--- config.mk ---
export PLATFORM = sky130hd
export DESIGN_NAME = countdown_ctrl_flat
export DESIGN_NICKNAME = d
export VERILOG_FILES = /design/src/rtl/countdown_ctrl_if.sv /design/src/rtl/countdown_ctrl.sv /design/src/flat_wrapper.sv
export SDC_FILE = /design/constraint.sdc
export NUM_CORES = 1
export LEC_CHECK = 0
export CORE_ASPECT_RATIO = 0.7
export CORE_MARGIN = 1
export CORE_UTILIZATION = 50
export DETAILED_ROUTE_END_ITERATION = 10
export PLACE_DENSITY = 0.79
export SLEW_MARGIN = 20
export SYNTH_ARGS = -nofsm -noshare
export SYNTH_HDL_FRONTEND = slang
export SYNTH_SLANG_ARGS = --single-unit
--- constraint.sdc ---
create_clock -name clk -period 3.4 [get_ports clk]
set_input_delay 0.68 -clock clk [delete_from_list [all_inputs] [get_ports clk]]
set_output_delay 0.68 -clock clk [all_outputs]
set_load 0.01 [all_outputs]
--- src/rtl/countdown_ctrl_if.sv ---
// Command/status bundle between the user-input front end and countdown_ctrl.
// Commands are single-cycle pulses; status lines are registered in the controller.
interface countdown_ctrl_if;
    logic       start_pause;
    logic       clear;
    logic       load_en;
    logic [7:0] load_val;
    logic       tick;
    logic [3:0] bcd_tens;
    logic [3:0] bcd_ones;
    logic       running;
    logic       done;
    logic [1:0] state;

    modport master (
        output start_pause, clear, load_en, load_val,
        input  tick, bcd_tens, bcd_ones, running, done, state
    );

    modport slave (
        input  start_pause, clear, load_en, load_val,
        output tick, bcd_tens, bcd_ones, running, done, state
    );
endinterface

--- src/rtl/countdown_ctrl.sv ---
// Lab timebase sequencer: prescaler-gated 2-digit BCD countdown with
// start/pause/clear/load command handling. All outputs are registered.
module countdown_ctrl #(
    parameter int         TICK_CYCLES = 50000000,
    parameter int         CNT_WIDTH   = 27,
    parameter logic [7:0] INIT_VAL    = 8'h30
) (
    input  logic            clk,
    input  logic            rst,
    countdown_ctrl_if.slave bus
);

    typedef enum logic [1:0] {IDLE = 2'd0, RUN = 2'd1, PAUSE = 2'd2, DONE = 2'd3} state_t;

    localparam logic [CNT_WIDTH-1:0] PRE_MAX = CNT_WIDTH'(TICK_CYCLES - 1);

    state_t               state_q, state_d;
    logic [CNT_WIDTH-1:0] pre_q, pre_d;
    logic [7:0]           cnt_q, cnt_d;
    logic [7:0]           reload_q, reload_d;
    logic [7:0]           dec_val, load_san;
    logic                 tick_q, tick_d;
    logic                 running_q, running_d;
    logic                 done_q, done_d;
    logic                 wrap, step_ok;

    assign wrap    = (state_q == RUN) && (pre_q == PRE_MAX);
    // pause and clear both take precedence over a decrement on the wrap edge
    assign step_ok = wrap && !bus.start_pause && !bus.clear;

    always_comb begin
        dec_val = cnt_q;
        if (cnt_q[3:0] == 4'd0)
            dec_val = {cnt_q[7:4] - 4'd1, 4'd9};
        else
            dec_val = {cnt_q[7:4], cnt_q[3:0] - 4'd1};
    end

    always_comb begin
        load_san[7:4] = (bus.load_val[7:4] > 4'd9) ? 4'd9 : bus.load_val[7:4];
        load_san[3:0] = (bus.load_val[3:0] > 4'd9) ? 4'd9 : bus.load_val[3:0];
    end

    // state register
    always_ff @(posedge clk or posedge rst) begin
        if (rst) begin
            state_q   <= IDLE;
            running_q <= 1'b0;
            done_q    <= 1'b0;
        end else begin
            state_q   <= state_d;
            running_q <= running_d;
            done_q    <= done_d;
        end
    end

    // next-state logic
    always_comb begin
        state_d = state_q;
        if (bus.clear) begin
            state_d = IDLE;
        end else begin
            case (state_q)
                IDLE:  if (!bus.load_en && bus.start_pause && cnt_q != 8'h00) state_d = RUN;
                RUN: begin
                    if (bus.start_pause)                    state_d = PAUSE;
                    else if (step_ok && dec_val == 8'h00)   state_d = DONE;
                end
                PAUSE: if (bus.start_pause) state_d = RUN;
                DONE:  state_d = DONE;
                default: state_d = IDLE;
            endcase
        end
    end

    // output / datapath next values
    always_comb begin
        running_d = (state_d == RUN);
        done_d    = (state_d == DONE);
        tick_d    = step_ok;
        cnt_d     = cnt_q;
        reload_d  = reload_q;
        pre_d     = pre_q;
        if (bus.clear) begin
            cnt_d = reload_q;
            pre_d = '0;
        end else begin
            case (state_q)
                IDLE: begin
                    pre_d = '0;
                    if (bus.load_en) begin
                        cnt_d    = load_san;
                        reload_d = load_san;
                    end
                end
                RUN: begin
                    if (!bus.start_pause) begin
                        pre_d = wrap ? '0 : pre_q + CNT_WIDTH'(1);
                        if (step_ok) cnt_d = dec_val;
                    end
                end
                PAUSE:   pre_d = pre_q;
                default: pre_d = '0;
            endcase
        end
    end

    always_ff @(posedge clk or posedge rst) begin
        if (rst) begin
            pre_q    <= '0;
            cnt_q    <= INIT_VAL;
            reload_q <= INIT_VAL;
            tick_q   <= 1'b0;
        end else begin
            pre_q    <= pre_d;
            cnt_q    <= cnt_d;
            reload_q <= reload_d;
            tick_q   <= tick_d;
        end
    end

    assign bus.tick     = tick_q;
    assign bus.bcd_tens = cnt_q[7:4];
    assign bus.bcd_ones = cnt_q[3:0];
    assign bus.running  = running_q;
    assign bus.done     = done_q;
    assign bus.state    = state_q;

endmodule

--- src/flat_wrapper.sv ---
// flat-port wrapper written by rule: the top's interface ports become plain ports
module countdown_ctrl_flat 
#(
    parameter int         TICK_CYCLES = 50000000,
    parameter int         CNT_WIDTH   = 27,
    parameter logic [7:0] INIT_VAL    = 8'h30
)
  (clk, rst, bus_start_pause, bus_clear, bus_load_en, bus_load_val, bus_tick, bus_bcd_tens, bus_bcd_ones, bus_running, bus_done, bus_state);
  countdown_ctrl_if bus_i ();
  input  logic clk;
  input  logic rst;
  input wire logic [$bits(bus_i.start_pause)-1:0] bus_start_pause;
  input wire logic [$bits(bus_i.clear)-1:0] bus_clear;
  input wire logic [$bits(bus_i.load_en)-1:0] bus_load_en;
  input wire logic [$bits(bus_i.load_val)-1:0] bus_load_val;
  output wire logic [$bits(bus_i.tick)-1:0] bus_tick;
  output wire logic [$bits(bus_i.bcd_tens)-1:0] bus_bcd_tens;
  output wire logic [$bits(bus_i.bcd_ones)-1:0] bus_bcd_ones;
  output wire logic [$bits(bus_i.running)-1:0] bus_running;
  output wire logic [$bits(bus_i.done)-1:0] bus_done;
  output wire logic [$bits(bus_i.state)-1:0] bus_state;
  assign bus_i.start_pause = bus_start_pause;
  assign bus_i.clear = bus_clear;
  assign bus_i.load_en = bus_load_en;
  assign bus_i.load_val = bus_load_val;
  assign bus_tick = bus_i.tick;
  assign bus_bcd_tens = bus_i.bcd_tens;
  assign bus_bcd_ones = bus_i.bcd_ones;
  assign bus_running = bus_i.running;
  assign bus_done = bus_i.done;
  assign bus_state = bus_i.state;
  countdown_ctrl #(.TICK_CYCLES(TICK_CYCLES), .CNT_WIDTH(CNT_WIDTH), .INIT_VAL(INIT_VAL)) u_core (.clk(clk), .rst(rst), .bus(bus_i));
endmodule
==> impl_metrics.xml, run 1 <==
<?xml version="1.0" encoding="UTF-8"?>
<metrics>
  <group name="clock_tree">
    <metric name="clock_tree.htree_level_count" unit="">2</metric>
    <metric name="numCtsBuffers" unit="">5</metric>
    <metric name="cts_num_sinks" unit="">48</metric>
    <metric name="clk_pin_slew" unit="ps">90</metric>
    <metric name="clk-insertion-delay-late" unit="ps">310</metric>
    <metric name="cts_root_buf" unit="">sky130_fd_sc_hd__clkbuf_8</metric>
    <metric name="cts_tree" unit="">done</metric>
    <metric name="cts_hold_buffers" unit="">0</metric>
    <metric name="clockBufferDepth" unit="">2</metric>
    <metric name="post-cts-setup-buffer-count" unit="">0</metric>
    <metric name="cts-resized-gates" unit="">0</metric>
  </group>
  <group name="final_layout">
    <metric name="diodes" unit="">0</metric>
    <metric name="finish.net_count" unit="">347</metric>
    <metric name="finish.utilization" unit="%">60.7</metric>
    <metric name="finish.cell_count_without_fillers" unit="">404</metric>
    <metric name="drive_above_1_share" unit="%">7.23</metric>
    <metric name="area_delta_synth_final" unit="%">15.9</metric>
  </group>
  <group name="critical_path">
    <metric name="cpPeakStageDelay" unit="ps">550</metric>
    <metric name="end_kind" unit="">register</metric>
    <metric name="cpMaxStageDelayCell" unit="">sky130_fd_sc_hd__or4_4</metric>
    <metric name="critical_path_arrival" unit="ps">2960</metric>
    <metric name="timing.rr.start" unit="">u_core.pre_q[0]$_DFFE_PP0P_</metric>
    <metric name="crit_type" unit="">reg2reg</metric>
    <metric name="cp_cell_sequence" unit="">ha_1, or4bb_1, or4_4, o21a_4, or2_1, mux2_1</metric>
    <metric name="rr_endpoint" unit="">u_core.cnt_q[3]$_DFFE_PP0P_</metric>
    <metric name="timing.critical_path.from_type" unit="">register</metric>
    <metric name="rr_worst_depth" unit="">6</metric>
    <metric name="required" unit="ps">3600</metric>
    <metric name="crit_path_max_fanout" unit="">7</metric>
    <metric name="r2r_setup_slack" unit="ps">630</metric>
  </group>
  <group name="global_route">
    <metric name="via_count_of_the_first_global_routing_pass" unit="">2151</metric>
    <metric name="grt_first_pass_wirelength" unit="mm">10.5</metric>
    <metric name="number_of_antenna_violations_at_the_first_check_in_global_routing" unit="">0</metric>
    <metric name="grt_start_max_net_pins" unit="">49</metric>
    <metric name="grt_usage" unit="%">22.9</metric>
    <metric name="globalRoute.totalOverflow" unit="">0</metric>
  </group>
  <group name="timing">
    <metric name="tns" unit="ps">0</metric>
    <metric name="finalSetupViolCount" unit="">0</metric>
    <metric name="post-route-min-period" unit="ps">2770</metric>
    <metric name="worstMarginPinSlew" unit="ps">968</metric>
    <metric name="finalClockSkew" unit="ps">10.6</metric>
    <metric name="maxSlewHeadroom" unit="%">35.3</metric>
    <metric name="final-hold-violation-count" unit="">0</metric>
    <metric name="fmax" unit="GHz">0.361</metric>
    <metric name="layout_worst_path_cycle_share" unit="%">81.4</metric>
    <metric name="worst_slack" unit="ps">632</metric>
    <metric name="rsz0062_at_grt" unit="">no</metric>
    <metric name="timing.final.max_slew_violations" unit="">0</metric>
  </group>
  <group name="detailed_routing">
    <metric name="drt-wirelength-per-cell" unit="um">15.5</metric>
    <metric name="drt_iter0_markers" unit="">286</metric>
    <metric name="via_count" unit="">2401</metric>
    <metric name="postRouteWirelength" unit="mm">6.25</metric>
    <metric name="viasPerCell" unit="">5.94</metric>
    <metric name="detailedRoute.firstPassIterationCount" unit="">5</metric>
    <metric name="antenna_left" unit="">0</metric>
    <metric name="detail_route.drc_violations" unit="">0</metric>
  </group>
  <group name="logic_synthesis">
    <metric name="syn_nets" unit="">325</metric>
    <metric name="ys_ff_latch" unit="">48</metric>
    <metric name="synth.lib_cells_used.distinct" unit="">52</metric>
    <metric name="synth_fa_ha_area_share" unit="%">1.36</metric>
    <metric name="synth_compound_area_share" unit="%">13.3</metric>
    <metric name="synth-simple-area-share" unit="%">28.5</metric>
    <metric name="synth-edff-count" unit="">0</metric>
    <metric name="synthXorXnorAreaFrac" unit="%">6.33</metric>
    <metric name="avgSynthCellArea" unit="um^2">8.96</metric>
    <metric name="syn_inst" unit="">309</metric>
    <metric name="synth-async-reset-ratio" unit="%">100</metric>
    <metric name="netlist_area" unit="um^2">2770</metric>
    <metric name="yosysSeqAreaShare" unit="%">43.6</metric>
    <metric name="ys.flop_type" unit="">sky130_fd_sc_hd__dfrtp_1</metric>
    <metric name="yosys_warnings" unit="">0</metric>
    <metric name="synthMuxAreaShare" unit="%">3.84</metric>
    <metric name="synth_top_family_by_area" unit="">simple AND/OR/NAND/NOR gates</metric>
  </group>
  <group name="power_and_ir_drop">
    <metric name="leakagePower" unit="nW">1.22</metric>
    <metric name="power" unit="mW">1.38</metric>
    <metric name="ir_drop" unit="mV">0.163</metric>
    <metric name="power.density" unit="nW/um^2">430</metric>
  </group>
  <group name="die">
    <metric name="floorplan.initialDensity" unit="%">52.4</metric>
    <metric name="design.die.area" unit="um^2">5840</metric>
    <metric name="horiz_die_dim" unit="um">90.9</metric>
    <metric name="io_pins" unit="">26</metric>
    <metric name="fp-row-count" unit="">22</metric>
    <metric name="die_y" unit="um">64.3</metric>
    <metric name="design.core.area" unit="um^2">5290</metric>
  </group>
  <group name="placement">
    <metric name="pre_cts_ws" unit="ps">674</metric>
    <metric name="dpl.hpwl" unit="mm">4.30</metric>
    <metric name="dpl.cell_count" unit="">396</metric>
    <metric name="place.gp.congestion" unit="">0.876</metric>
    <metric name="port_buffers" unit="">25</metric>
  </group>
  <group name="worst_hold_path">
    <metric name="worstHoldStart" unit="">u_core.reload_q[5]$_DFFE_PP1P_</metric>
    <metric name="min_to" unit="">u_core.reload_q[5]$_DFFE_PP1P_</metric>
    <metric name="whs_path_depth" unit="">2</metric>
    <metric name="hold_path.class" unit="">reg2reg</metric>
  </group>
  <group name="flow_run">
    <metric name="max_cap_violations" unit="">0</metric>
  </group>
  <group name="outcome">
    <metric name="run_status" unit="">finished clean</metric>
  </group>
</metrics>
kinds of logic after synthesis:
logic type	after synthesis
AO/OA/AOI/OAI	59
XOR/XNOR	20
adder cells (fa/ha/maj)	3
buffers and inverters	20
flip-flops	48
multiplexers	10
AND/OR/NAND/NOR	149
worst max path at each step:
| stage | startpoint | to | slack (ps) | cells after the start |
|---|---|---|---|---|
| 6_report | u_core.pre_q[0]$_DFFE_PP0P_ | u_core.cnt_q[3]$_DFFE_PP0P_ | 630 | 6 |
| 3_3_place_gp | u_core.pre_q[0]$_DFFE_PP0P_ | u_core.cnt_q[7]$_DFFE_PP0P_ | 750 | 6 |
| 4_1_cts | u_core.pre_q[0]$_DFFE_PP0P_ | u_core.cnt_q[3]$_DFFE_PP0P_ | 640 | 6 |
| 2_1_floorplan | u_core.pre_q[0]$_DFFE_PP0P_ | u_core.cnt_q[2]$_DFFE_PP0P_ | 800 | 7 |
| 3_5_place_dp | u_core.pre_q[0]$_DFFE_PP0P_ | u_core.cnt_q[3]$_DFFE_PP0P_ | 670 | 6 |
| 5_1_grt | u_core.pre_q[0]$_DFFE_PP0P_ | u_core.cnt_q[7]$_DFFE_PP0P_ | 520 | 6 |
cell usage in the layout (no fill, tap or decap), types with 6 or more instances in the layout:
cell type / n
sky130_fd_sc_hd__dfrtp_1: 44
sky130_fd_sc_hd__nor2_1: 38
sky130_fd_sc_hd__nand2_1: 25
sky130_fd_sc_hd__clkdlybuf4s50_1: 25
sky130_fd_sc_hd__o21ai_0: 17
sky130_fd_sc_hd__a21oi_1: 16
sky130_fd_sc_hd__xnor2_1: 16
sky130_fd_sc_hd__nand3_1: 14
sky130_fd_sc_hd__nor3_1: 13
sky130_fd_sc_hd__nand2b_1: 10
sky130_fd_sc_hd__nand4_1: 8
sky130_fd_sc_hd__nor4_1: 8
sky130_fd_sc_hd__clkbuf_8: 7
sky130_fd_sc_hd__and3_1: 6
sequential cells by signal, summed over array words and instances, names as in the netlist:
signal	count
u_core.bus.running	1
u_core.bus.tick	1
u_core.reload_q	8
u_core.bus.state	2
u_core.bus.done	1
u_core.pre_q	27
u_core.cnt_q	8
cells in the mapped netlist (3+ instances only):
cell type | count | area share, %
sky130_fd_sc_hd__a21o_1 | 3 | 0.81
sky130_fd_sc_hd__a21oi_1 | 16 | 2.9
sky130_fd_sc_hd__a31oi_1 | 3 | 0.68
sky130_fd_sc_hd__and2_1 | 3 | 0.68
sky130_fd_sc_hd__and3_1 | 6 | 1.4
sky130_fd_sc_hd__and4_1 | 3 | 0.95
sky130_fd_sc_hd__clkbuf_1 | 11 | 1.5
sky130_fd_sc_hd__dfrtp_1 | 44 | 40
sky130_fd_sc_hd__dfstp_2 | 4 | 3.8
sky130_fd_sc_hd__ha_1 | 3 | 1.4
sky130_fd_sc_hd__inv_1 | 6 | 0.81
sky130_fd_sc_hd__mux2_1 | 3 | 1.2
sky130_fd_sc_hd__mux2i_1 | 5 | 1.8
sky130_fd_sc_hd__nand2_1 | 25 | 3.4
sky130_fd_sc_hd__nand2b_1 | 10 | 2.3
sky130_fd_sc_hd__nand3_1 | 14 | 2.5
sky130_fd_sc_hd__nand4_1 | 8 | 1.8
sky130_fd_sc_hd__nor2_1 | 38 | 5.2
sky130_fd_sc_hd__nor3_1 | 13 | 2.3
sky130_fd_sc_hd__nor4_1 | 9 | 2.0
sky130_fd_sc_hd__nor4b_1 | 3 | 0.95
sky130_fd_sc_hd__o21a_1 | 3 | 0.81
sky130_fd_sc_hd__o21ai_0 | 17 | 3.1
sky130_fd_sc_hd__o31ai_1 | 5 | 1.4
sky130_fd_sc_hd__or4_1 | 4 | 1.1
sky130_fd_sc_hd__xnor2_1 | 16 | 5.1
sky130_fd_sc_hd__xor2_1 | 4 | 1.3
per-stage QoR:
stage	area (um^2)	hold slack, ps
after floorplan	2770	450
after global placement	3080	471
after detailed placement	3080	476
after CTS	3200	489
after global routing	3210	534
final	3210	487
per-layer routing:
layer  global-route usage [%]  wire [um]  vias up
met5                        0          0        -
met4                     6.35         90        0
met3                     3.93        368       11
met2                     33.0       2530       88
met1                     35.2       3270     1139
li1                         -          -     1163
worst max-delay path, delay by kind of cell, from the launching register on:
kind	cells	cell delay (ps)
and+or+nand+nor	3	1430
adders and majority gates	1	230
AOI/OAI and AO/OA	1	230
muxes	1	340
DFF	1	440
report_power, final:
group          switching [mW]  total, mW  internal (mW)
Sequential             0.0547      0.669          0.614
Clock                   0.199      0.459          0.260
Combinational           0.135      0.254          0.119
cell type report:
cell class / count / area (um^2)
clock buffers: 7 / 96.3
fillers: 463 / 2080
multi-input cells: 241 / 1480
repair buffers: 29 / 280
inverters: 6 / 22.5
well taps: 72 / 90.1
flip-flops and latches: 48 / 1210
clock inverters: 1 / 30.0
(Power assumes the default switching activity.)
==> inputs of run 2 (changes only) <==
--- a/config.mk
+++ b/config.mk
@@ -9,7 +9,7 @@
 export CORE_MARGIN = 1
 export CORE_UTILIZATION = 50
 export DETAILED_ROUTE_END_ITERATION = 10
-export PLACE_DENSITY = 0.79
+export PLACE_DENSITY = 0.82
 export SLEW_MARGIN = 20
 export SYNTH_ARGS = -nofsm -noshare
 export SYNTH_HDL_FRONTEND = slang
==> constraint.sdc (replaced) <==
create_clock -name clk -period 2.5 [get_ports clk]
set_input_delay 0.5 -clock clk [delete_from_list [all_inputs] [get_ports clk]]
set_output_delay 0.5 -clock clk [all_outputs]
set_load 0.01 [all_outputs]
==> run 2 against run 1 <==
Against the previous run: largest cell class unchanged; flip-flop and latch count did not move; sequential share of layout area fell by 1.7 points; critical endpoint is now u_core.cnt_q[7]$_DFFE_PP0P_; worst hold slack improved by 1.0 ps; routed wire length rose by 5.2%; largest power group unchanged; critical path depth fell by 1.
==> impl_metrics.xml, run 2 (synthesis results as in run 1) <==
<?xml version="1.0" encoding="UTF-8"?>
<metrics>
  <group name="outcome">
    <metric name="run_status" unit="">finished clean</metric>
  </group>
  <group name="placement">
    <metric name="dpl_cell_area" unit="um^2">3250</metric>
    <metric name="place.gp.congestion" unit="">0.868</metric>
    <metric name="dpl.hpwl" unit="mm">4.80</metric>
    <metric name="dpl.cell_count" unit="">417</metric>
    <metric name="port_buffers" unit="">25</metric>
  </group>
  <group name="global_route">
    <metric name="grt_first_pass_wirelength" unit="mm">11.2</metric>
    <metric name="grt_start_max_net_pins" unit="">49</metric>
    <metric name="grt_usage" unit="%">24.7</metric>
    <metric name="via_count_of_the_first_global_routing_pass" unit="">2285</metric>
    <metric name="globalRoute.totalOverflow" unit="">0</metric>
    <metric name="number_of_antenna_violations_at_the_first_check_in_global_routing" unit="">0</metric>
  </group>
  <group name="detailed_routing">
    <metric name="viasPerCell" unit="">5.87</metric>
    <metric name="antenna_left" unit="">0</metric>
    <metric name="drt_iter0_markers" unit="">205</metric>
    <metric name="postRouteWirelength" unit="mm">6.58</metric>
    <metric name="detail_route.drc_violations" unit="">0</metric>
    <metric name="detailedRoute.firstPassIterationCount" unit="">5</metric>
    <metric name="drt-wirelength-per-cell" unit="um">15.5</metric>
    <metric name="via_count" unit="">2496</metric>
  </group>
  <group name="timing">
    <metric name="rsz0062_at_grt" unit="">no</metric>
    <metric name="finalSetupViolCount" unit="">0</metric>
    <metric name="maxSlewHeadroom" unit="%">60.8</metric>
    <metric name="tns" unit="ps">0</metric>
    <metric name="post-route-min-period" unit="ps">2420</metric>
    <metric name="worstMarginPinSlew" unit="ps">587</metric>
    <metric name="layout_worst_path_cycle_share" unit="%">96.7</metric>
    <metric name="fmax" unit="GHz">0.414</metric>
    <metric name="timing.final.max_slew_violations" unit="">0</metric>
    <metric name="final-hold-violation-count" unit="">0</metric>
    <metric name="finalClockSkew" unit="ps">9.92</metric>
  </group>
  <group name="die">
    <metric name="horiz_die_dim" unit="um">90.9</metric>
    <metric name="fp-row-count" unit="">22</metric>
    <metric name="io_pins" unit="">26</metric>
    <metric name="design.core.area" unit="um^2">5290</metric>
    <metric name="floorplan.initialDensity" unit="%">52.4</metric>
    <metric name="design.die.area" unit="um^2">5840</metric>
    <metric name="die_y" unit="um">64.3</metric>
  </group>
  <group name="critical_path">
    <metric name="rr_worst_depth" unit="">5</metric>
    <metric name="crit_path_max_fanout" unit="">4</metric>
    <metric name="timing.critical_path.from_type" unit="">register</metric>
    <metric name="required" unit="ps">2690</metric>
    <metric name="critical_path_arrival" unit="ps">2610</metric>
    <metric name="end_kind" unit="">register</metric>
    <metric name="crit_type" unit="">reg2reg</metric>
  </group>
  <group name="final_layout">
    <metric name="finish.cell_count_without_fillers" unit="">425</metric>
    <metric name="diodes" unit="">0</metric>
    <metric name="mostFrequentLayoutCell" unit="">sky130_fd_sc_hd__dfrtp_1</metric>
    <metric name="registers.top_by_ff_count" unit="">u_core.pre_q</metric>
    <metric name="largest_register_ff_count" unit="">27</metric>
    <metric name="finish.utilization" unit="%">63.5</metric>
    <metric name="layout.cells.most_common_list" unit="">sky130_fd_sc_hd__dfrtp_1, sky130_fd_sc_hd__nor2_1, sky130_fd_sc_hd__nand2_1, sky130_fd_sc_hd__clkdlybuf4s50_1, sky130_fd_sc_hd__buf_4</metric>
    <metric name="finalInstanceArea" unit="um^2">3360</metric>
    <metric name="reg.largest.list" unit="">u_core.pre_q x27, u_core.cnt_q x8, u_core.reload_q x8</metric>
    <metric name="finish.net_count" unit="">368</metric>
    <metric name="area_delta_synth_final" unit="%">21.3</metric>
    <metric name="drive_above_1_share" unit="%">13.6</metric>
  </group>
  <group name="clock_tree">
    <metric name="cts_tree" unit="">done</metric>
    <metric name="clk_pin_slew" unit="ps">90</metric>
    <metric name="cts_root_buf" unit="">sky130_fd_sc_hd__clkbuf_8</metric>
    <metric name="clockBufferDepth" unit="">2</metric>
    <metric name="cts_hold_buffers" unit="">0</metric>
    <metric name="clk-insertion-delay-late" unit="ps">300</metric>
    <metric name="numCtsBuffers" unit="">5</metric>
    <metric name="clock_tree.htree_level_count" unit="">2</metric>
    <metric name="cts_num_sinks" unit="">48</metric>
  </group>
  <group name="power_and_ir_drop">
    <metric name="power" unit="mW">1.77</metric>
    <metric name="leakagePower" unit="nW">1.32</metric>
    <metric name="power.density" unit="nW/um^2">526</metric>
    <metric name="ir_drop" unit="mV">0.270</metric>
  </group>
  <group name="worst_hold_path">
    <metric name="hold_path.class" unit="">reg2reg</metric>
    <metric name="whs_path_depth" unit="">2</metric>
  </group>
  <group name="flow_run">
    <metric name="max_cap_violations" unit="">0</metric>
  </group>
</metrics>
[run 2: power breakdown]
group	switching [mW]	total, mW	internal [mW]
clock	0.259	0.480	0.221
sequential	0.0583	0.893	0.835
combinational	0.204	0.392	0.188
total	0.522	1.77	1.24
[run 2: layer usage]
metal / wire length (um) / track usage, % / vias up
met2: 2790 / 36.0 / 107
met4: 45 / 5.56 / 0
met1: 3180 / 36.5 / 1179
li1: - / - / 1205
met5: 0 / 0 / -
met3: 558 / 6.43 / 5
[run 2: area by class of cell]
cell class / count / area (um^2)
flip-flops and latches: 48 / 1210
fillers: 454 / 1930
repair buffers: 50 / 458
well taps: 72 / 90.1
clock buffers: 6 / 82.6
multi-input cells: 241 / 1490
clock inverters: 2 / 10.0
inverters: 6 / 22.5
[run 2: what timing repair did]
action | in CTS | in global routing
resized for setup | 0 | 5
setup buffers | 0 | 0
setup endpoints to repair | 0 | 32
[run 2: stage by stage]
step | setup WS [ps] | hold slack, ps
floorplan | 39.3 | 450
global placement | 103 | 465
detailed placement | 37.7 | 475
CTS | 1.81 | 495
global route | 16.5 | 523
finish | 82.4 | 488
[run 2: critical path, cell delays in order (launching register included)]
cell                      delay, ps
sky130_fd_sc_hd__dfrtp_1        410
sky130_fd_sc_hd__or4b_4         530
sky130_fd_sc_hd__or4_4          570
sky130_fd_sc_hd__o21a_4         210
sky130_fd_sc_hd__or2_4          270
sky130_fd_sc_hd__mux2_1         310
[run 2: path summary, 6_finish.rpt]
path | from | endpoint | slack [ps]
min in group asynchronous | rst | u_core.pre_q[5]$_DFFE_PP0P_ | 660
hold reg to reg | u_core.reload_q[6]$_DFFE_PP0P_ | u_core.reload_q[6]$_DFFE_PP0P_ | 490
setup reg to reg | u_core.pre_q[8]$_DFFE_PP0P_ | u_core.cnt_q[7]$_DFFE_PP0P_ | 80
hold / removal | u_core.reload_q[6]$_DFFE_PP0P_ | u_core.reload_q[6]$_DFFE_PP0P_ | 490
max in group asynchronous | rst | u_core.pre_q[15]$_DFFE_PP0P_ | 1440
setup / recovery | u_core.pre_q[8]$_DFFE_PP0P_ | u_core.cnt_q[7]$_DFFE_PP0P_ | 80
==> inputs of run 3 (changes only) <==
--- a/config.mk
+++ b/config.mk
@@ -8,6 +8,7 @@
 export CORE_ASPECT_RATIO = 0.7
 export CORE_MARGIN = 1
 export CORE_UTILIZATION = 50
+export CTS_BUF_LIST = sky130_fd_sc_hd__clkbuf_4 sky130_fd_sc_hd__clkbuf_8 sky130_fd_sc_hd__clkbuf_16
 export DETAILED_ROUTE_END_ITERATION = 10
 export PLACE_DENSITY = 0.82
 export SLEW_MARGIN = 20
==> results of run 3 <==
Same layout as run 2: the final DEF is identical, and so are final timing and power.
